===== src/rtl/subtree_rr_scheduler.sv =====
// Round-robin scheduler sharing one downstream command channel among NUM_REQ
// leaf requesters; holds the grant until done or a forced timeout release.
module subtree_rr_scheduler #(
   parameter int NUM_REQ = 5,
   parameter int DATA_W  = 8,
   parameter int TIMEOUT = 16
) (
   input  logic                        clk,
   input  logic                        rst,
   input  logic [NUM_REQ-1:0]          req,
   input  logic [NUM_REQ*DATA_W-1:0]   req_data,
   input  logic                        done,
   input  logic                        out_ready,
   output logic [NUM_REQ-1:0]          gnt,
   output logic                        out_valid,
   output logic [DATA_W-1:0]           out_data,
   output logic [2:0]                  out_id,
   output logic                        busy,
   output logic                        timeout_err
);

   typedef enum logic [1:0] {
      S_IDLE    = 2'd0,
      S_ISSUE   = 2'd1,
      S_BUSY    = 2'd2,
      S_RELEASE = 2'd3
   } state_t;

   state_t               state_q, state_d;
   logic [NUM_REQ-1:0]   gnt_q, gnt_d;
   logic                 out_valid_q, out_valid_d;
   logic [DATA_W-1:0]    out_data_q, out_data_d;
   logic [2:0]           out_id_q, out_id_d;
   logic                 busy_q, busy_d;
   logic                 timeout_err_q, timeout_err_d;
   logic [2:0]           ptr_q, ptr_d;
   logic [7:0]           cnt_q, cnt_d;

   logic                 found_s;
   logic [2:0]           pick_s;
   logic [3:0]           cand_s;

   function automatic logic [NUM_REQ-1:0] onehot(input logic [2:0] idx);
      logic [NUM_REQ-1:0] v;
      v = '0;
      v[idx] = 1'b1;
      return v;
   endfunction

   function automatic logic [2:0] next_ptr(input logic [2:0] id);
      logic [2:0] n;
      if (id == 3'(NUM_REQ - 1)) begin
         n = 3'd0;
      end else begin
         n = id + 3'd1;
      end
      return n;
   endfunction

   // Next-state and output computation, including the rotating priority search.
   always_comb begin
      state_d       = state_q;
      gnt_d         = gnt_q;
      out_valid_d   = out_valid_q;
      out_data_d    = out_data_q;
      out_id_d      = out_id_q;
      ptr_d         = ptr_q;
      cnt_d         = cnt_q;
      timeout_err_d = 1'b0;
      found_s       = 1'b0;
      pick_s        = 3'd0;
      cand_s        = 4'd0;

      // Search ptr, ptr+1, ... wrapping at NUM_REQ; first hit wins.
      for (int k = 0; k < NUM_REQ; k++) begin
         cand_s = {1'b0, ptr_q} + 4'(k);
         if (cand_s >= 4'(NUM_REQ)) begin
            cand_s = cand_s - 4'(NUM_REQ);
         end else begin
            cand_s = cand_s;
         end
         if (!found_s && req[cand_s[2:0]]) begin
            found_s = 1'b1;
            pick_s  = cand_s[2:0];
         end else begin
            found_s = found_s;
         end
      end

      case (state_q)
         S_IDLE: begin
            if (found_s) begin
               state_d     = S_ISSUE;
               gnt_d       = onehot(pick_s);
               out_id_d    = pick_s;
               out_data_d  = req_data[int'(pick_s)*DATA_W +: DATA_W];
               out_valid_d = 1'b1;
            end else begin
               state_d = S_IDLE;
            end
         end
         S_ISSUE: begin
            if (out_ready) begin
               out_valid_d = 1'b0;
               cnt_d       = 8'd0;
               state_d     = S_BUSY;
            end else begin
               state_d = S_ISSUE;
            end
         end
         S_BUSY: begin
            // done takes priority over a coincident timeout.
            if (done) begin
               state_d = S_RELEASE;
               gnt_d   = '0;
               ptr_d   = next_ptr(out_id_q);
            end else if (cnt_q == 8'(TIMEOUT - 1)) begin
               state_d       = S_RELEASE;
               gnt_d         = '0;
               ptr_d         = next_ptr(out_id_q);
               timeout_err_d = 1'b1;
            end else begin
               cnt_d = cnt_q + 8'd1;
            end
         end
         S_RELEASE: begin
            state_d = S_IDLE;
         end
         default: begin
            state_d     = S_IDLE;
            gnt_d       = '0;
            out_valid_d = 1'b0;
         end
      endcase

      busy_d = (state_d != S_IDLE);
   end

   // State and registered outputs.
   always_ff @(posedge clk or posedge rst) begin
      if (rst) begin
         state_q       <= S_IDLE;
         gnt_q         <= '0;
         out_valid_q   <= 1'b0;
         out_data_q    <= '0;
         out_id_q      <= 3'd0;
         busy_q        <= 1'b0;
         timeout_err_q <= 1'b0;
         ptr_q         <= 3'd0;
         cnt_q         <= 8'd0;
      end else begin
         state_q       <= state_d;
         gnt_q         <= gnt_d;
         out_valid_q   <= out_valid_d;
         out_data_q    <= out_data_d;
         out_id_q      <= out_id_d;
         busy_q        <= busy_d;
         timeout_err_q <= timeout_err_d;
         ptr_q         <= ptr_d;
         cnt_q         <= cnt_d;
      end
   end

   assign gnt         = gnt_q;
   assign out_valid   = out_valid_q;
   assign out_data    = out_data_q;
   assign out_id      = out_id_q;
   assign busy        = busy_q;
   assign timeout_err = timeout_err_q;

endmodule

===== config.mk =====
export PLATFORM = sky130hd
export DESIGN_NAME = subtree_rr_scheduler
export DESIGN_NICKNAME = d
export VERILOG_FILES = /design/src/rtl/subtree_rr_scheduler.sv
export SDC_FILE = /design/constraint.sdc
export NUM_CORES = 1
export LEC_CHECK = 0
export ABC_AREA = 1
export CAP_MARGIN = 20
export CORE_UTILIZATION = 50
export DETAILED_ROUTE_END_ITERATION = 10
export PLACE_DENSITY = 0.9
export SYNTH_ARGS = -nofsm -noshare
export SYNTH_HDL_FRONTEND = slang
export SYNTH_SLANG_ARGS = --single-unit
export TNS_END_PERCENT = 30

===== constraint.sdc =====
create_clock -name clk -period 3.4 [get_ports clk]
set_input_delay 0.85 -clock clk [delete_from_list [all_inputs] [get_ports clk]]
set_output_delay 0.85 -clock clk [all_outputs]
set_load 0.005 [all_outputs]

### After elaboration in Yosys (flattened, before gate mapping)

Index checks and enable logic that the tools add are counted.
W data, S select, Z words.

| storage, ports and cells | value |
|---|---|
| output and inout bits | 19 |
| flip-flop bits (word level) | 32 |

| operators by class | value |
|---|---|
| equality and inequality tests | 10 |
| multiplexer cells | 49 |
| shift-type cells | 1 |
| add/sub/neg operators | 11 |
| reduce and logical (&&, ||, !) cells | 20 |
| $lt $le $gt $ge | 12 |

Operator list:

| operator | number |
|---|---|
| $shiftx A40 B7 Y8 | 1 |
| $mux W3 | 13 |
| $lt A3 B4 Y1 const B | 6 |
| $mux W8 | 3 |
| $mux W1 | 17 |
| $ge A4 B3 Y1 const B | 4 |
| $pmux W8 S2 | 1 |
| $bmux W1 S3 | 5 |
| $mux W5 | 3 |
| $sub A3 B3 Y3 const B | 5 |
| $pmux W5 S2 | 1 |
| $reduce_bool A2 Y1 | 5 |
| $add A3 B2 Y4 const B | 2 |
| $add A8 B1 Y8 const B | 1 |
| $eq A8 B4 Y1 const B | 1 |
| $ne A2 B2 Y1 const B | 4 |
| $pmux W2 S4 | 1 |
| $mux W2 | 3 |
| $reduce_and A3 Y1 | 2 |
| $logic_and A1 B1 Y1 | 5 |
| $add A3 B1 Y4 const B | 1 |
| $add A3 B3 Y4 const B | 1 |
| $eq A2 B2 Y1 const B | 2 |
| $logic_not A1 Y1 | 4 |
| 11 further kinds | 12 |

### Longest topological paths before layout

| logic depth | value |
|---|---|
| word-level depth | 23 |
| mapped depth | 26 |

### Worst setup path after synthesis

Ideal clock, no wire load.

| timing | value |
|---|---|
| kind | reg2reg |
| start | register ptr_q[0] |
| end | register out_data_q[4] (netlist: out_data[4]) |
| path slack | 0.427 ns |
| arrival time | 2.856 ns |
| cell stages (with the launch flop) | 27 |
| required time | 3.283 ns |
| setup time | 0.117 ns |
| clock period less this slack | 2.973 ns |
| path through | dfrtp_1 buf_6 inv_2 ha_1 inv_1 fa_1 inv_1 nand2_1 nand2_1 nand2_1 nand2_1 inv_1 nand3_1 nand2_1 nand2_1 nand2_1 nor2_8 nand2_1 nand3_2 nand2_4 nand2_4 buf_6 nand2_2 nand3_1 nand2_1 nor2_1 nor2_1 |

| on the way | value |
|---|---|
| word-level cells in the longest chain between the ends | 18 |

Ends and longest elaborated chain:

| what | line | text |
|---|---|---|
| from (decl) | 36 | `logic [2:0] ptr_q, ptr_d;` |
| from (signal assigned) | 159 | `ptr_q <= ptr_d;` |
| branches (longest 18 deep; another with $add A3 B1 Y4) | -- |  |
| to (signal assigned) | 155 | `out_data_q <= out_data_d;` |
| to (decl) | 32 | `logic [DATA_W-1:0] out_data_q, out_data_d;` |

Parallel ways; which one is timed is not known. The select of a mux whose other input is x is not followed.
A chain may end at the register's enable or synchronous reset.

### Worst setup path in the final report

| timing | value |
|---|---|
| start | register ptr_q[1] |
| end | register out_data_q[7] (netlist: out_data[7]) |

The elaborated chain is that of the path after synthesis.

==> results.sh <==
export IMPL_cts_hold_buf=0
export IMPL_dp_cells=575
export IMPL_multi_input_area_mm2=0.00173
export IMPL_vias=3169
export IMPL_highest_layer="met4"
export IMPL_finClkSkew_ps=4.86
export IMPL_syn_num_nets=498
export IMPL_yosys_area_share_simple_pct=46.2
export IMPL_critPathLaunchType="register"
export IMPL_gp_congestion=0.955
export IMPL_wl_met2_mm=4.23
export IMPL_period_share_pct=92.5
export IMPL_cp_max_fo=8
export IMPL_core_area_mm2=0.00547
export IMPL_synth_top_family_by_area="simple AND/OR/NAND/NOR gates"
export IMPL_htree_levels=2
export IMPL_fmax_ghz=0.318
export IMPL_hpwl_mm=6.01
export IMPL_synth_fa_ha_area_share_pct=5.57
export IMPL_ys_warn_count=0
export IMPL_synth_compound_area_share_pct=7.65
export IMPL_ys_flop_type="dfrtp_1"
export IMPL_synth_xor_area_share_pct=0.884
export IMPL_max_slew_worst_pin_slew_ps=557
export IMPL_port_buffer_count=67
export IMPL_cts_tree="yes"
export IMPL_die_h_um=77.2
export IMPL_critPathKind="register to register"
export IMPL_r2r_end="out_data[7]$_DFFE_PP0P_"
export IMPL_drt_iter0_drc=219
export IMPL_post_synth_cell_area_avg_um2=6.48
export IMPL_crit_required_ps=3630
export IMPL_die_w_um=77.2
export IMPL_clk_latency_ps=290
export IMPL_drt_first_pass_iters=5
export IMPL_num_io_pins=68
export IMPL_post_drt_wl_per_cell_um=14.0
export IMPL_cts_buffers=5
export IMPL_yosysMostFrequentCell="nand2_1"
export IMPL_final_nets=576
export IMPL_synth_area_leaders="dfrtp_1 28%, nand2_1 17%, nand3_1 13%, inv_1 9.0%, ha_1 4.9%"
export IMPL_min_to="gnt[3]$_DFFE_PP0P_"
export IMPL_dr_wl_met3_um=426
export IMPL_synthTopCellsByCount="125 x nand2_1, 74 x nand3_1, 68 x inv_1, 32 x dfrtp_1, 27 x nor2_1"
export IMPL_wl_mm=8.23
export IMPL_syn_inst=437
export IMPL_grt_ovfl_total=0
export IMPL_hold_viol_final=0
export IMPL_clock_path_buffers=2
export IMPL_worstHoldStart="gnt[3]$_DFFE_PP0P_"
export IMPL_path_clk_slew_ps=70
export IMPL_r2r_start="ptr_q[1]$_DFFE_PP0P_"
export IMPL_arrival_ps=3370
export IMPL_yosysTopAreaCellShare_pct=28.3
export IMPL_fillerInstances=449
export IMPL_max_slew_margin_rel_pct=62.6
export IMPL_drc_errors=0
export IMPL_hold_path_cell_count=2
export IMPL_rsz0062_at_grt="no"
export IMPL_area_growth_synth_to_final_pct=33.7
export IMPL_synth_edf_count=0
export IMPL_num_rows=27
export IMPL_track_usage_pct=27.8
export IMPL_end_kind="register"
export IMPL_yosys_area_top_type="dfrtp_1"
export IMPL_syn_area_mm2=0.00283
export IMPL_clkSinkCount=32
export IMPL_cap_violations=0
export IMPL_setup_tns_ps=0
export IMPL_fp_dieArea_mm2=0.00597
export IMPL_setup_viol=0
export IMPL_r2r_slack_ps=260
export IMPL_clock_root_buffer="clkbuf_8"
export IMPL_wl_met1_mm=3.41
export IMPL_drv_slew=0
export IMPL_drive_gt1_share_pct=10.5
export IMPL_antenna_found_initial=0
export IMPL_rr_worst_depth=20
export IMPL_grt_max_degree=33
export IMPL_antenna_left=0
export IMPL_n_antenna_cell=0
export IMPL_status="complete, no violations"
export IMPL_regArea_um2=802
export IMPL_first_global_vias=2995
export IMPL_synth_seq_cells=32
export IMPL_grt_pass1_wl_mm=13.3
export IMPL_hold_path_class="register to register"
export IMPL_stdcell_count=588
export IMPL_avgViaCountPerCell=5.39
export IMPL_start_util_pct=51.7
export IMPL_synth_mux_area_share_pct=0
export IMPL_async_reset_ff_share_pct=100
export IMPL_period_needed_ps=3140
export IMPL_yosysSeqAreaShare_pct=28.3
export IMPL_ys_types=37
==> layer usage <==
| metal | vias up | global-route usage [%] |
|---|---|---|
| met5 | - | 0 |
| li1 | 1566 | - |
| met1 | 1472 | 34.9 |
| met3 | 19 | 4.17 |
| met2 | 112 | 48.6 |
| met4 | 0 | 8.49 |
==> flip-flops by register name, summed over array words and instances (netlist names) <==
| register | cells |
|---|---|
| out_valid | 1 |
| ptr_q | 3 |
| out_data | 8 |
| cnt_q | 8 |
| out_id | 3 |
| gnt | 5 |
| timeout_err | 1 |
| state_q | 2 |
| busy | 1 |
==> final cells by class <==
cell class              instances  area share (%)
multi-input cells             325            45.6
well taps                      72            2.38
clock inverters                 3            1.12
flip-flops and latches         32            21.2
inverters                      73            7.31
clock buffers                   5            1.82
repair buffers                 78            20.6
==> kinds of logic (layout without fill, tap and decap cells) <==
| family | count (synthesis) | count (layout) |
|---|---|---|
| AO/OA/AOI/OAI | 39 | 39 |
| XOR/XNOR | 2 | 2 |
| adder cells (fa/ha/maj) | 12 | 12 |
| buffers and inverters | 80 | 159 |
| flip-flops | 32 | 32 |
| AND/OR/NAND/NOR | 272 | 272 |
==> worst max-delay path, stage by stage, from the launching register on <==
cell	delay, ps
dfrtp_2	440
inv_1	130
ha_1	230
ha_1	340
o21ai_0	120
nand2_1	160
nand2_1	130
nand2_1	120
nand2_1	80
nand3_1	60
nand2_1	90
nand2_1	60
nand2_2	100
inv_1	120
nand3b_1	140
nand3_2	150
nor2_4	260
nand3_1	120
nand2_1	80
nor2_1	50
nor2_1	100
==> how the worst max path moves through the flow <==
stage	startpoint	end	slack, ps
global route	ptr_q[1]$_DFFE_PP0P_	out_data[3]$_DFFE_PP0P_	6
CTS	ptr_q[1]$_DFFE_PP0P_	out_data[7]$_DFFE_PP0P_	80
finish	ptr_q[1]$_DFFE_PP0P_	out_data[7]$_DFFE_PP0P_	260
floorplan	ptr_q[0]$_DFFE_PP0P_	out_data[4]$_DFFE_PP0P_	430
detailed placement	ptr_q[1]$_DFFE_PP0P_	out_data[7]$_DFFE_PP0P_	110
global placement	ptr_q[1]$_DFFE_PP0P_	out_data[7]$_DFFE_PP0P_	170
==> what timing repair did <==
item | 4_1_cts | 5_1_grt
buffers inserted | 0 | 5
endpoints found under the setup margin | 0 | 16
gates resized for setup | 0 | 11
==> cells in the final DEF, fill, tap and decap left out, types with 2 or more instances in the layout <==
cell type,count
o21ai_0,17
buf_4,9
clkbuf_8,5
clkdlybuf4s50_1,67
a21oi_1,10
buf_12,2
nor2_1,27
dfrtp_1,31
nand2_4,2
nand3_2,7
nand4_1,13
nor3_1,5
inv_1,67
nand3_1,73
nand2_2,8
or2_2,4
ha_1,11
nand2_1,124
o21ai_1,6
inv_2,4
nor2_4,2
==> metrics by stage <==
stage	area [um2]	utilization, %	hold WS (ps)	setup WS (ps)
after global placement	3590	65.5	472	174
after detailed placement	3590	65.5	484	112
after floorplan	2830	-	465	427
after CTS	3700	67.6	502	82.4
final	3780	69.2	499	256
after global routing	3780	69.2	522	6.10
Power is left out: the tool's default activity adds up to more than one toggle a clock period on the data nets, which glitch-free logic cannot reach.
